--- config.mk ---
export PLATFORM = sky130hd
export DESIGN_NAME = temporal_bitgen_border
export DESIGN_NICKNAME = d
export VERILOG_FILES = /design/src/rtl/temporal_bitgen_border.sv
export SDC_FILE = /design/constraint.sdc
export NUM_CORES = 1
export LEC_CHECK = 0
export CORE_MARGIN = 4
export CORE_UTILIZATION = 40
export CTS_CLUSTER_SIZE = 12
export DETAILED_ROUTE_END_ITERATION = 12
export PLACE_DENSITY = 0.71
export REMOVE_ABC_BUFFERS = 1
export SYNTH_ARGS = -nofsm -noshare
export SYNTH_HDL_FRONTEND = slang
export SYNTH_SLANG_ARGS = --single-unit
--- constraint.sdc ---
create_clock -name clk -period 2.7 [get_ports clk]
set_clock_uncertainty 0.1 [all_clocks]
set_input_delay 0.27 -clock clk [delete_from_list [all_inputs] [get_ports clk]]
set_output_delay 0.27 -clock clk [all_outputs]
set_load 0.005 [all_outputs]
--- src/rtl/temporal_bitgen_border.sv ---
// Border-stage temporal-unary generator. It turns a registered sign/magnitude
// operand into a window of 2^(WIDTH-1) cycles in which the first |x| bits are 1.
module temporal_bitgen_border #(
  parameter int unsigned WIDTH = 8
) (
  input  logic             clk,
  input  logic             rst,
  input  logic             clr,
  input  logic             i_valid,
  output logic             i_ready,
  input  logic             i_data_sign,
  input  logic [WIDTH-2:0] i_data_abs,
  output logic             o_en,
  output logic             o_bit,
  output logic             o_sign,
  output logic             o_last,
  output logic             o_done
);

  localparam int unsigned MW  = WIDTH - 1;
  localparam int unsigned LEN = 1 << MW;
  localparam logic [MW-1:0] CNT_LAST = MW'(LEN - 1);

  typedef enum logic {
    ST_IDLE = 1'b0,
    ST_RUN  = 1'b1
  } state_e;

  state_e          state_q;
  logic            sign_q;
  logic [MW-1:0]   abs_q;
  logic [MW-1:0]   cnt_q;
  logic            done_q;

  logic            last_c;
  logic            load_c;

  // Final window cycle; a new operand may be taken here with no bubble.
  assign last_c  = (state_q == ST_RUN) && (cnt_q == CNT_LAST);
  assign i_ready = !clr && ((state_q == ST_IDLE) || last_c);
  assign load_c  = i_valid && i_ready;

  // Control and datapath registers; abort has priority over load and count.
  always_ff @(posedge clk) begin
    if (rst || clr) begin
      state_q <= ST_IDLE;
      sign_q  <= 1'b0;
      abs_q   <= '0;
      cnt_q   <= '0;
      done_q  <= 1'b0;
    end else begin
      done_q <= 1'b0;
      if (load_c) begin
        state_q <= ST_RUN;
        sign_q  <= i_data_sign;
        abs_q   <= i_data_abs;
        cnt_q   <= '0;
      end else if (state_q == ST_RUN) begin
        if (last_c) begin
          state_q <= ST_IDLE;
          cnt_q   <= '0;
          done_q  <= 1'b1;
        end else begin
          cnt_q <= cnt_q + MW'(1);
        end
      end
    end
  end

  // Stream outputs are pure decodes of registered state.
  assign o_en   = (state_q == ST_RUN);
  assign o_bit  = (state_q == ST_RUN) && (cnt_q < abs_q);
  assign o_sign = sign_q;
  assign o_last = last_c;
  assign o_done = done_q;

endmodule

# Word level (Yosys, flattened, before mapping)
# Index checks and enable logic that the tools add are counted.
totals:
  regBits: 17
  latchBits: 0
  mem_bits_rw: 0
  rom_bits: 0
  inputBits: 12
  out_inout_bits: 6
  elab_cells: 23
  memories: 0
classes:
  add_sub_neg: 1
  multipliers: 0
  div_mod_pow: 0
  magnitude_cmp: 1
  eq_ne: 1
  shifts: 0
  muxes: 5
  bitwise_logic: 1
  reduce_logical: 9
ops:
  columns: ["cell", "count"]
  rows:
  - ["adder 7 x 1 -> 7 bit (second input constant)", 1]
  - ["equality test 7 bit (second input constant)", 1]
  - ["< comparator 7 bit", 1]
  - ["2-to-1 mux 7 bit", 1]
  - ["logical AND 1 bit", 4]
  - ["2-to-1 mux 1 bit", 4]
  - ["OR reduction 3 bit", 1]
  - ["logical OR 1 bit", 2]
  - ["OR reduction 2 bit", 1]
  - ["zero test 1 bit", 1]
  - ["inverter 1 bit", 1]

# Depth between registers and ports, before layout
depth:
  depth_word: 6
  ltp_mapped: 6
  depth_no_buf: 5

# Worst setup path after synthesis
# Ideal clock, no wire load.
synth_path:
  path_type: "register -> output"
  start: "register cnt_q[6]"
  end: "output o_bit"
  t_arrival_ns: 1.131
  required_ns: 2.330
  slack_ns: 1.199
  path_stages_with_launch: 4
  n_path_buf: 0
  path_cell_list: "dfxtp_1 > ha_1 > a211o_1 > a31oi_1"
synth_via:
  elab_chain_cells: 2
synth_rtl:
  columns: ["element", "line", "text"]
  rows:
  - ["start, declared", "32", "logic [MW-1:0] cnt_q;"]
  - ["start signal, assigned", "64", "cnt_q <= cnt_q + MW'(1);"]
  - ["< comparator 7 bit", "72", "assign o_bit = (state_q == ST_RUN) && (cnt_q < abs_q);"]
  - ["logical AND 1 bit", "72", null]
  - ["end, declared", "14", "output logic o_bit,"]
# No other way between the ends.

# Worst setup path after layout
layout_path:
  start: "register state_q (netlist: o_en)"
  end: "output o_bit"
layout_via:
  elab_chain_cells: 1
layout_rtl:
  columns: ["element", "line", "text"]
  rows:
  - ["start, declared", "29", "state_e state_q;"]
  - ["start signal, assigned", "46", "state_q <= ST_IDLE;"]
  - ["start signal, assigned", "54", "state_q <= ST_RUN;"]
  - ["start signal, assigned", "60", "state_q <= ST_IDLE;"]
  - ["logical AND 1 bit", "72", null]
# No other way between the ends.

==> run summary <==
Status = completed
Multi-input gate area = 518 sq um
Post-route clock period utilization = 89.1%
CTS tree = yes
Critical path endpoint category = output pin
Seq. cell area = 340 sq um
Post-layout min period = 2.40 ns
YS warnings = 0
Vias in the first global route = 714
Area grow syn2layout = 22.8%
Final setup fails = 0
Final nets = 134
DR DRC count = 0
Clk slew on worst S/H paths = 0.10 ns
Grt total ovfl = 0
Via Count = 749
Post-synthesis sequential area ratio = 37.4%
Final Slew Violations = 0
Share of post-route cells with drive strength above 1 = 9.65%
Die H = 55.7 um
Worst Path Buf+Inv = 2
Worst rel slew slack = 57.1%
PD cells = 399 nW/um^2
Clock tree buffer depth = 2
Placed Cells = 138
Io pins = 18
Max Clock Freq = 416 MHz
Die ar. = 3100 sq um
CTS Buf Count = 3
Largest net degree at the start of global routing = 18
Maxcap violations = 0
Hold buffers post-CTS = 0
CP Data Arrival Time = 2.03 ns
Clk sinks = 17
Leakage = 0.392 nW
Non-Filler Instances = 142
CP required = 2.33 ns
RSZ-0062 raised after global routing = no
Total power = 445 uW
Starting Density = 41.5%
Crit-path max FO = 13
Routed vias/inst = 5.27
Worst skew pair latency = 0.29 ns
Worst Tran Pin Value = 0.643 ns
Fin Setup TNS = 0 ns
Netlist Area Pre-Place = 910 sq um
Horiz. Die Dim = 55.7 um
Fillers = 214
Total core area = 2190 sq um
Cells after Synth = 97
ANT cells = 0
DR iter-0 viols = 7
CTS Root Cell = clkbuf_4
Dpl hpwl = 1.37 mm
Flop and latch count out of synthesis = 17
Worst R2R Start = cnt_q[0]$_SDFFE_PP0P_
Worst-path cell chain = inv_1, a211o_1, a31oi_1, clkdlybuf4s50_1
Post-DRT Antenna Nets = 0
Critical Path Max Stage Delay = 0.59 ns
DR WL/cell = 12.8 um
Delay-heaviest family, CP = buffers and inverters
Synth unique cells = 33
First-pass GRT wire length = 3.19 mm
Post-CTS sizing = 0
H-tree depth = 1
CP startpoint = o_en$_SDFF_PP0_
IO Port Bufs = 17
GPL Wtd Cong = 0.897
Std-Cell Rows = 17
All-Layer GR Usage = 12.8%
Crit Path Class = reg2out
Startpoint Class = register
Final core occ = 51.0%
Initial antenna violation count = 0
Final Hold Fails = 0
Setup bufs post-CTS = 0
Hold_sp = abs_q[2]$_SDFFE_PP0P_
Worst path slowest cell = dfxtp_1
Maximum vdd drop = 0.194 mV
DRT Pass-1 Iters = 4
Detailed Route WL = 1.82 mm
Avg Synthesized Cell Area = 9.38 sq um
Hold Crit Class = reg2reg
## logic make-up after synthesis
logic type / Yosys count / share of synthesized area, %
AOI/OAI and AO/OA: 15 / 10.5
and+or+nand+nor: 35 / 24.2
adders and majority gates: 7 / 9.63
muxes: 8 / 8.80
DFF: 17 / 37.4
xor gates and xnor gates: 4 / 3.85
buffers and inverters: 11 / 5.64
## layer usage
| metal | global-route usage (%) | vias to the layer above | part of all wire [%] |
|---|---|---|---|
| met2 | 20.8 | 16 | 49 |
| met3 | 2.55 | 6 | 4.7 |
| met1 | 15.3 | 346 | 44 |
| li1 | - | 381 | - |
| met4 | 7.99 | 0 | 2.9 |
| met5 | 0 | - | 0 |
## final cells by class
class                           instances  area share, %
Inverter                                7           2.35
Clock buffer                            3           2.02
Sequential cell                        17           30.5
Timing Repair Buffer                   17           15.2
Clock inverter                          1          0.448
Tap cell                               28           3.14
Multi-Input combinational cell         69           46.4
## cell usage after synthesis (all sizes together)
cell type / count / area, sq um
nand2: 2 / 7.51
o22ai: 1 / 12.5
a211o: 1 / 8.76
nand2b: 2 / 15.0
mux2i: 8 / 80.1
nand4b: 1 / 8.76
o211ai: 1 / 7.51
nand3: 6 / 30.0
or2: 1 / 6.26
dfxtp: 17 / 340
o21ai: 2 / 10.0
xor2: 4 / 35.0
nand4: 5 / 46.3
nor2: 11 / 43.8
ha: 7 / 87.6
buf: 4 / 25.0
and3: 1 / 11.3
inv: 7 / 26.3
a211oi: 1 / 7.51
nand3b: 1 / 7.51
a21oi: 7 / 35.0
o21a: 1 / 7.51
a31oi: 1 / 6.26
nor4: 2 / 18.8
nor4b: 1 / 15.0
nor3: 2 / 10.0
## flip-flops by register name (all words and copies together), names as in the netlist
signal,flops
abs_q,7
o_en,1
cnt_q,7
o_sign,1
o_done,1
## path summary, 6_finish.rpt
| kind | slack, ns | endpoint | cells past startpoint |
|---|---|---|---|
| max reg2reg | 0.74 | abs_q[0]$_SDFFE_PP0P_ | 5 |
| min | 0.40 | abs_q[2]$_SDFFE_PP0P_ | 2 |
| min reg2reg | 0.40 | abs_q[2]$_SDFFE_PP0P_ | 2 |
| max | 0.30 | o_bit | 4 |
## power breakdown
group	internal [mW]	leakage (nW)	switching, mW
sequential	0.254	0.137	0.00428
clock	0.0551	0.0177	0.0808
combinational	0.0297	0.237	0.0212
total	0.339	0.392	0.106
## layout by cell type, fill, tap and decap left out
cell type and count:
a211o_1 1, a211oi_1 1, a21oi_1 7, a31oi_1 1
and3_4 1, clkbuf_4 3, clkdlybuf4s50_1 17, clkinv_2 1
dfxtp_1 17, ha_1 7, inv_1 7, mux2i_1 8
nand2_1 2, nand2b_1 1, nand2b_2 1, nand3_1 6
nand3b_1 1, nand4_1 4, nand4_4 1, nand4b_1 1
nor2_1 10, nor2_2 1, nor3_1 2, nor4_1 1
nor4_2 1, nor4b_2 1, o211ai_1 1, o21a_1 1
o21ai_0 1, o21ai_1 1, o22ai_2 1, or2_1 1
xor2_1 4
## stage by stage
stage / setup slack (ns) / hold WS [ns] / area, sq um
after global placement: 0.645 / 0.372 / 1090
after global routing: 0.142 / 0.430 / 1120
after floorplan: 1.03 / 0.287 / 885
after CTS: 0.281 / 0.407 / 1120
after detailed placement: 0.619 / 0.383 / 1090
final: 0.296 / 0.401 / 1120
## worst min-delay path, cell delays in order (launching register included)
cell	delay, ns
dfxtp_1	0.34
mux2i_1	0.06
nor2_1	0.07
(Power assumes the default switching activity.)
